===== config.mk =====
export PLATFORM = sky130hd
export DESIGN_NAME = mc_fork_scheduler
export DESIGN_NICKNAME = d
export VERILOG_FILES = /design/src/rtl/mc_fork_scheduler.sv
export SDC_FILE = /design/constraint.sdc
export NUM_CORES = 1
export LEC_CHECK = 0
export BUFFER_PORTS_ARGS = -buffer_cell sky130_fd_sc_hd__buf_2
export CAP_MARGIN = 20
export CORE_ASPECT_RATIO = 1.5
export CORE_MARGIN = 4
export CORE_UTILIZATION = 30
export CTS_BUF_LIST = sky130_fd_sc_hd__clkbuf_8 sky130_fd_sc_hd__clkbuf_16
export DETAILED_ROUTE_END_ITERATION = 6
export GPL_ROUTABILITY_DRIVEN = 0
export MAX_ROUTING_LAYER = met4
export SYNTH_ARGS = -nofsm -noshare
export SYNTH_HDL_FRONTEND = slang
export SYNTH_SLANG_ARGS = --single-unit

===== constraint.sdc =====
create_clock -name rc_clk -period 2.3 [get_ports rc_clk]
set_clock_uncertainty 0.05 [all_clocks]
set_input_delay 0.115 -clock rc_clk [delete_from_list [all_inputs] [get_ports rc_clk]]
set_output_delay 0.115 -clock rc_clk [all_outputs]
set_load 0.02 [all_outputs]

===== src/rtl/mc_fork_scheduler.sv =====
// Multicast fork scheduler: splits one multicast flit into per-direction sub-flits (L,S,E,N,W).
// Optional macro MC_RR_EN rotates the group search start on every accepted flit.
module mc_fork_scheduler #(
  parameter int DATASIZE  = 30,
  parameter int router_ID = 6
) (
  input  logic                rc_clk,
  input  logic                rst_n,
  input  logic [DATASIZE-1:0] in_data,
  input  logic                in_valid,
  output logic                in_ready,
  output logic [DATASIZE-1:0] out_data,
  output logic [4:0]          out_dir,
  output logic                out_valid,
  input  logic                out_ready,
  output logic                flit_done,
  output logic [7:0]          drop_cnt
);

  typedef enum logic {IDLE, ISSUE} state_e;

  state_e              state_q, state_d;
  logic [4:0]          pend_q, pend_d;
  logic [28:0]         flit_q, flit_d;
  logic [2:0]          base_q, base_d;
  logic [DATASIZE-1:0] data_q, data_d;
  logic [4:0]          dir_q, dir_d;
  logic                done_q, done_d;
  logic [7:0]          drop_q, drop_d;
  logic [2:0]          ptr_q;
  logic                accept;
  logic [4:0]          acc_mask, rem;
  logic [2:0]          sel;
  logic                unused_cfg;

  assign unused_cfg = (router_ID != 0);

  // dst_list bits belonging to each group: L0 S1 E2 N3 W4
  function automatic logic [15:0] grp_bits(input logic [2:0] g);
    case (g)
      3'd0:    return 16'h0010;
      3'd1:    return 16'h000F;
      3'd2:    return 16'h00E0;
      3'd3:    return 16'hFE00;
      default: return 16'h0100;
    endcase
  endfunction

  function automatic logic [4:0] pend_of(input logic [15:0] dst, input logic vld);
    logic [4:0] m;
    m = '0;
    for (int unsigned g = 0; g < 5; g++) begin
      m[g] = vld & (|(dst & grp_bits(3'(g))));
    end
    return m;
  endfunction

  function automatic logic [2:0] pick(input logic [4:0] mask, input logic [2:0] start);
    logic [2:0]  s;
    logic        found;
    int unsigned idx;
    s     = start;
    found = 1'b0;
    for (int unsigned k = 0; k < 5; k++) begin
      idx = 32'(start) + k;
      if (idx >= 5) idx = idx - 5;
      if (!found && mask[3'(idx)]) begin
        s     = 3'(idx);
        found = 1'b1;
      end
    end
    return s;
  endfunction

  // f holds in_data[29:1]: header f[28:24], dst_list f[23:8], tag f[7:0]
  function automatic logic [29:0] subflit(input logic [28:0] f, input logic [2:0] g);
    return {f[28:24], f[23:8] & grp_bits(g), f[7:0], 1'b1};
  endfunction

  assign in_ready  = (state_q == IDLE);
  assign out_valid = (state_q == ISSUE);
  assign out_data  = data_q;
  assign out_dir   = dir_q;
  assign flit_done = done_q;
  assign drop_cnt  = drop_q;
  assign accept    = in_valid & (state_q == IDLE);
  assign acc_mask  = pend_of(in_data[24:9], in_data[0]);

`ifdef MC_RR_EN
  logic [2:0] ptr_d;
  always_comb begin
    ptr_d = ptr_q;
    if (accept) ptr_d = (ptr_q == 3'd4) ? '0 : ptr_q + 3'd1;
  end
  always_ff @(posedge rc_clk or negedge rst_n) begin
    if (!rst_n) ptr_q <= '0;
    else        ptr_q <= ptr_d;
  end
`else
  assign ptr_q = '0;
`endif

  always_comb begin
    state_d = state_q;
    pend_d  = pend_q;
    flit_d  = flit_q;
    base_d  = base_q;
    data_d  = data_q;
    dir_d   = dir_q;
    done_d  = 1'b0;
    drop_d  = drop_q;
    rem     = pend_q & ~dir_q;
    sel     = '0;
    unique case (state_q)
      IDLE: begin
        if (in_valid) begin
          flit_d = in_data[29:1];
          base_d = ptr_q;
          if (acc_mask == '0) begin
            done_d = 1'b1;
            if (drop_q != 8'hFF) drop_d = drop_q + 8'd1;
          end else begin
            sel     = pick(acc_mask, ptr_q);
            pend_d  = acc_mask;
            data_d  = subflit(in_data[29:1], sel);
            dir_d   = 5'(1) << sel;
            state_d = ISSUE;
          end
        end
      end
      ISSUE: begin
        // pend_q still includes the group on the output; dir_q is its one-hot bit
        if (out_ready) begin
          pend_d = rem;
          if (rem == '0) begin
            state_d = IDLE;
            done_d  = 1'b1;
          end else begin
            sel    = pick(rem, base_q);
            data_d = subflit(flit_q, sel);
            dir_d  = 5'(1) << sel;
          end
        end
      end
      default: state_d = IDLE;
    endcase
  end

  always_ff @(posedge rc_clk or negedge rst_n) begin
    if (!rst_n) begin
      state_q <= IDLE;
      pend_q  <= '0;
      flit_q  <= '0;
      base_q  <= '0;
      data_q  <= '0;
      dir_q   <= '0;
      done_q  <= 1'b0;
      drop_q  <= '0;
    end else begin
      state_q <= state_d;
      pend_q  <= pend_d;
      flit_q  <= flit_d;
      base_q  <= base_d;
      data_q  <= data_d;
      dir_q   <= dir_d;
      done_q  <= done_d;
      drop_q  <= drop_d;
    end
  end

endmodule


# Yosys cells after proc, flatten, opt, wreduce, memory -nomap -nowiden
# Index checks and enable logic that the tools add are counted.
[totals]
regBits = 79
input_bits = 34
elab_cells = 198
output_inout_bits = 46
[op_classes]
magnitude_cmp = 10
n_reduce_logical = 27
mux = 130
n_bitwise = 10
eq_ne = 11
shifts = 2
add_sub_neg = 1
[ops]
columns = ["operator", "count"]
rows = [
  ["3-bit 2-to-1 mux", 46],
  ["16-bit one-hot mux with 4 select lines", 2],
  ["30-bit 2-to-1 mux", 4],
  ["16-bit 2-to-1 mux", 6],
  ["30-bit one-hot mux with 2 select lines", 1],
  ["1-bit 2-to-1 mux", 50],
  ["3-bit by 4-bit < comparator with 1-bit output (second input constant)", 10],
  ["5-bit 2-to-1 mux", 7],
  ["16-bit bitwise AND", 2],
  ["1-bit binary-select mux with 3-bit select", 10],
  ["5-bit one-hot mux with 2 select lines", 2],
  ["3-bit by 2-bit == test with 1-bit output (second input constant)", 4],
  ["5-bit zero test", 2],
  ["1-bit by 3-bit left shift with 5-bit output (first input constant)", 2],
  ["8-bit by 1-bit adder with 8-bit output (second input constant)", 1],
  ["1-bit logical AND", 8],
  ["1-bit zero test", 8],
  ["2-bit inequality test (second input constant)", 4],
  ["8-bit inequality test (second input constant)", 1],
  ["4-bit AND reduction", 2],
  ["7-bit OR reduction", 1],
  ["3-bit by 1-bit == test with 1-bit output (second input constant)", 2],
  ["3-bit zero test", 2],
  ["1-bit bitwise AND", 5],
  ["other kinds (8)", 9],
]

# Depth between registers and ports, before layout
[logic_depth]
ltp_word = 45
mapped_depth = 7
depth_no_buf = 5

# Worst setup path after synthesis
# Ideal clock, no wire load.
[synth_path]
kind = "register -> register"
from = "reg state_q (netlist: out_valid)"
to = "reg data_q[10] (netlist: out_data[10])"
setup_time_ns = 0.125
synth_period_minus_slack_ns = 2.162
arrival_time_ns = 1.987
path_stages_with_launch = 8
slack_ns = 0.138
t_required_ns = 2.125
path_buffers = 2
path_cell_list = "dfrtp_1 clkbuf_1 nor2b_1 nand2_1 o21bai_4 a21oi_4 buf_6 mux2_4"
[synth_via]
elab_chain_len = 3
elab_cells_between_ends = 7
cone_classes = "4 x eq/ne; 1 x mux; 1 x bitwise; 1 x reduce/logical"
[synth_lines]
columns = ["element", "line", "source"]
rows = [
  ["start: declaration", "22", "state_e state_q, state_d;"],
  ["start signal: assignment", "160", "state_q <= state_d;"],
  ["1-bit NOT (no source line)", "--", ""],
  ["2-bit inequality test (no source line)", "--", ""],
  ["4-bit AND reduction (no source line)", "--", ""],
  ["end signal: assignment", "164", "data_q <= data_d;"],
  ["end: declaration", "26", "logic [DATASIZE-1:0] data_q, data_d;"],
]
# Parallel ways exist; a longest one is shown, timed or not.
# A chain may end at the register's enable or synchronous reset.

# Final worst setup path
[layout_path]
from = "in in_data[12]"
to = "reg data_q[3] (netlist: out_data[3])"
[layout_via]
elab_chain_len = 5
[layout_lines]
columns = ["element", "line", "source"]
rows = [
  ["start: declaration", "9", "input logic [DATASIZE-1:0] in_data,"],
  ["4-bit OR reduction", "53", "m[g] = vld & (|(dst & grp_bits(3'(g))));"],
  ["1-bit bitwise AND", "53", ""],
  ["5-bit zero test", "119", "if (acc_mask == '0) begin"],
  ["2-bit inequality test (no source line)", "--", ""],
  ["4-bit AND reduction (no source line)", "--", ""],
]
# Every way passes these cells.

==> results.txt <==
- For the final routed database, the setup TNS stands at 0 ns.
* Initial antenna violation count: 0
- The Yosys step of the flow raised 0 warnings.
* Skew-Pair Late Insertion Delay: 0.33 ns
- Total count of max-transition violations in the final report: 0
- The core region is 0.01214 sq mm.
- The routed layout has 2,934 vias.
* Die area: 0.01443 sq mm
* Proportion of power drawn by combinational gates: 42.9%
* Layout cells sized above 1: 35.56%
- Layout Nets: 494
* I/O pin count: 80
- Antenna viol nets, final: 0
- The clock network accounts for 20.9% of the total power.
- Worst slew margin: 39.54%
- The final hold violation count came to 0.
- Maximum achievable frequency: 0.4449 GHz
- The analysis attributes to cell leakage a power of 0.002522 uW.
* Pre-antenna DRT Iters: 4
- Pwr per Cell Area: 1289 mW/mm^2
* Power, Total: 6444 uW
- The worst-case IR drop observed on VDD is 0.6042 mV.
- Detailed placement ended at an HPWL of 6.801 mm.
* Worst min path class: input pin to register
- Count of cell types in the netlist: 44
- TritonCTS built the clock tree.
- Total congestion overflow: 0
- Number of enable-type register cells in the synthesized netlist: 0
* Post-synth top flop: sky130_fd_sc_hd__dfrtp_1
* Largest buffer count on any clock path: 2
- For this design, the sink count on the clock tree is 79.
- Averaged over all synthesized cells, the footprint is 11.13 sq um.
- Registers are responsible for 36.1% of the overall power.
* Worst setup SP type: input pin
- Setup violation total in the final timing report: 0
- Total length of routed wires: 9.403 mm
- Entering global routing, the biggest net connects 49 pins.
- The mapped netlist covers 0.003761 sq mm.
* Transition time of the tightest slew-check pin: 0.9000 ns
- Setup slack on the worst reg-to-reg path comes out at 0.23 ns.
- In this run the power spent charging and discharging nets is 2347 uW.
- The routed design uses 347 um of met3 wire.
- Arrival time at the worst endpoint: 2.41 ns
* RSZ-0062 raised after global routing: false
* Iteration-0 DRC Markers: 87
- In this run, CTS created clock tree buffers numbering 9.
- The tool flagged a number of max-cap violations equal to 0.
- Dpl cells: 572
* Int Pwr: 4096 uW
* Net switching fraction of the power: 36.43%
* Final instance area: 0.004997 sq mm
- Critical path type: input pin to register
- In the routed design, unresolved DRC markers number 0.
- After detailed routing, no signal wire sits above met4.
* Floorplan row count: 49
- Summing all placed instances gives a cell area of 0.004412 sq mm.
- The detailed router put a total of 3.935 mm of wire on met1.
* Routed wire per std cell: 15.24 um
- Wire length of the first global-routing pass: 15.55 mm
* Root Buffer: sky130_fd_sc_hd__clkbuf_16
- Fill cell instance count of the final layout: 1,214
- Counting flops with an async set or reset pin after synthesis yields a share of 100.0%.
* Post-route insts no fill: 617
* Gate Count Post-Synth: 338
- During placement, the flow inserted port buffers numbering 79.
- Die height: 145.1 um
* X dimension of the die: 99.42 um
- Detailed route wirelength on metal2: 4.941 mm
- Before CTS, the worst setup slack after placement is 0.1015 ns.
* Result of the run: finished, final reports clean
- Share of synthesized area occupied by flip-flops and latches: 52.56%
- Dividing the detail-routed via count by the number of cells gives 4.755.
- After synthesis the netlist holds a flip-flop and latch count of 79.
* Clock slew at reported path FFs: 0.06 ns
- GRT Resource Usage Total: 13.80%
* Crit Path Max Fanout: 27
* Number of antenna cells inserted: 0
- Post-route fraction of the period consumed by the critical path: 97.74%
- Initial core utilization: 30.98%
- Critical path endpoint category: register
* Layout-stage area growth over the synthesis result: 32.87%
- The number of nets handed over by synthesis was 373.
* Final worst setup slack: 0.05206 ns
- The number of global-route vias before repair is 3,131.
* Fin crit period: 2.248 ns
* H-tree depth reported by CTS: 3
- Worst Path Required: 2.46 ns
[power groups by stage]
| stage | Clock (uW) | Sequential (uW) | Combinational (uW) |
|---|---|---|---|
| global placement | 0 | 2330 | 2690 |
| finish | 1350 | 2330 | 2770 |
| floorplan | 0 | 2640 | 1600 |
| CTS | 1390 | 2340 | 2800 |
| detailed placement | 0 | 2350 | 2760 |
| global route | 1450 | 2410 | 3000 |
[final cells by class]
type	count	area, sq um	area share, %
well taps	153	191.4	3.831
inverters	6	22.52	0.4507
flip-flops and latches	79	1977	39.56
repair buffers	123	810.8	16.22
multi-input cells	240	1708	34.18
clock buffers	12	266.5	5.333
clock inverters	4	21.27	0.4256
[routing by layer]
metal / up-vias / global-route usage, %
li1: 1420 / -
met1: 1442 / 15.85
met2: 59 / 23.59
met3: 13 / 2.498
met4: 0 / 5.400
met5: - / -
[path summary, 6_finish.rpt]
path                             start      endpoint  cells after the start
setup reg to reg            out_dir[1]  out_data[23]                      5
min in group asynchronous        rst_n  out_data[29]                      2
max in group asynchronous        rst_n   drop_cnt[7]                      3
hold reg to reg              flit_q[8]     flit_q[8]                      2
hold / removal             in_data[13]    flit_q[12]                      3
setup / recovery           in_data[12]   out_data[3]                      8
[critical path: stages]
cell and delay [ns]:
sky130_fd_sc_hd__dlygate4sd3_1 0.53, sky130_fd_sc_hd__buf_2 0.14, sky130_fd_sc_hd__or4_4 0.42, sky130_fd_sc_hd__or3_4 0.38, sky130_fd_sc_hd__o21bai_4 0.19, sky130_fd_sc_hd__a21oi_4 0.09
sky130_fd_sc_hd__buf_12 0.19, sky130_fd_sc_hd__mux2_4 0.32
[cell usage in the layout (no fill, tap or decap), drive strengths merged, types with 2 or more instances in the layout]
cell type / n
a21boi: 3
a21oi: 3
a22o: 15
a31oi: 2
and2: 3
and3: 6
buf: 95
clkbuf: 12
clkinv: 2
dfrtp: 79
dlygate4sd3: 28
inv: 8
mux2: 46
mux2i: 2
nand2: 95
nand2b: 4
nand3: 10
nand4: 5
nor2: 3
nor2b: 4
nor3: 3
nor3b: 2
nor4: 2
o21ai: 8
o22ai: 2
o2bb2ai: 2
or3: 2
xnor2: 6
[stage by stage]
| stage | util [%] | hold WS (ns) |
|---|---|---|
| after detailed placement | 36.34 | 0.1278 |
| after CTS | 41.02 | 0.01746 |
| after global placement | 36.34 | 0.1192 |
| final | 41.17 | 0.02129 |
| after global routing | 41.17 | 0.03278 |
| after floorplan | - | -0.2306 |
[Yosys cell counts, types with 3 or more instances]
cell type / number / area share, %
sky130_fd_sc_hd__a21boi_0: 3 / 0.60
sky130_fd_sc_hd__a22o_1: 15 / 3.5
sky130_fd_sc_hd__and2_1: 3 / 0.50
sky130_fd_sc_hd__and3_1: 6 / 1.0
sky130_fd_sc_hd__buf_1: 3 / 0.30
sky130_fd_sc_hd__buf_6: 3 / 0.90
sky130_fd_sc_hd__clkbuf_1: 7 / 0.70
sky130_fd_sc_hd__dfrtp_1: 79 / 53
sky130_fd_sc_hd__inv_1: 6 / 0.60
sky130_fd_sc_hd__mux2_2: 20 / 6.0
sky130_fd_sc_hd__mux2_4: 26 / 10
sky130_fd_sc_hd__nand2_1: 95 / 9.5
sky130_fd_sc_hd__nand2b_1: 4 / 0.67
sky130_fd_sc_hd__nand3_1: 9 / 1.2
sky130_fd_sc_hd__nand4_1: 5 / 0.83
sky130_fd_sc_hd__nor2_1: 3 / 0.30
sky130_fd_sc_hd__nor2b_1: 4 / 0.67
sky130_fd_sc_hd__nor3_1: 3 / 0.40
sky130_fd_sc_hd__o21ai_0: 7 / 0.93
sky130_fd_sc_hd__xnor2_1: 6 / 1.4
[cells by family (layout without fill, tap and decap cells)]
kind of cell    count (synthesis)  in the layout  synth area share, %
buf+inv                        19            145                2.495
flops                          79             79                52.56
mux                            48             48                16.90
fa+ha+maj                       1              1               0.3326
xor+xnor                        6              6                1.397
compound gates                 42             42                8.982
simple gates                  143            143                17.33
[state kept, by name, summed over array words and instances, names as in the netlist]
name and count:
flit_q 29, out_valid 1, pend_q 5, out_data 30
drop_cnt 8, flit_done 1, out_dir 5
[repair_timing]
| action | CTS | global route |
|---|---|---|
| hold buffers | 28 | 0 |
| setup buffers | 0 | 1 |
| resized for setup | 0 | 2 |
| hold endpoints to repair | 73 | 0 |
| endpoints found under the setup margin | 0 | 37 |
(Power assumes the default switching activity.)
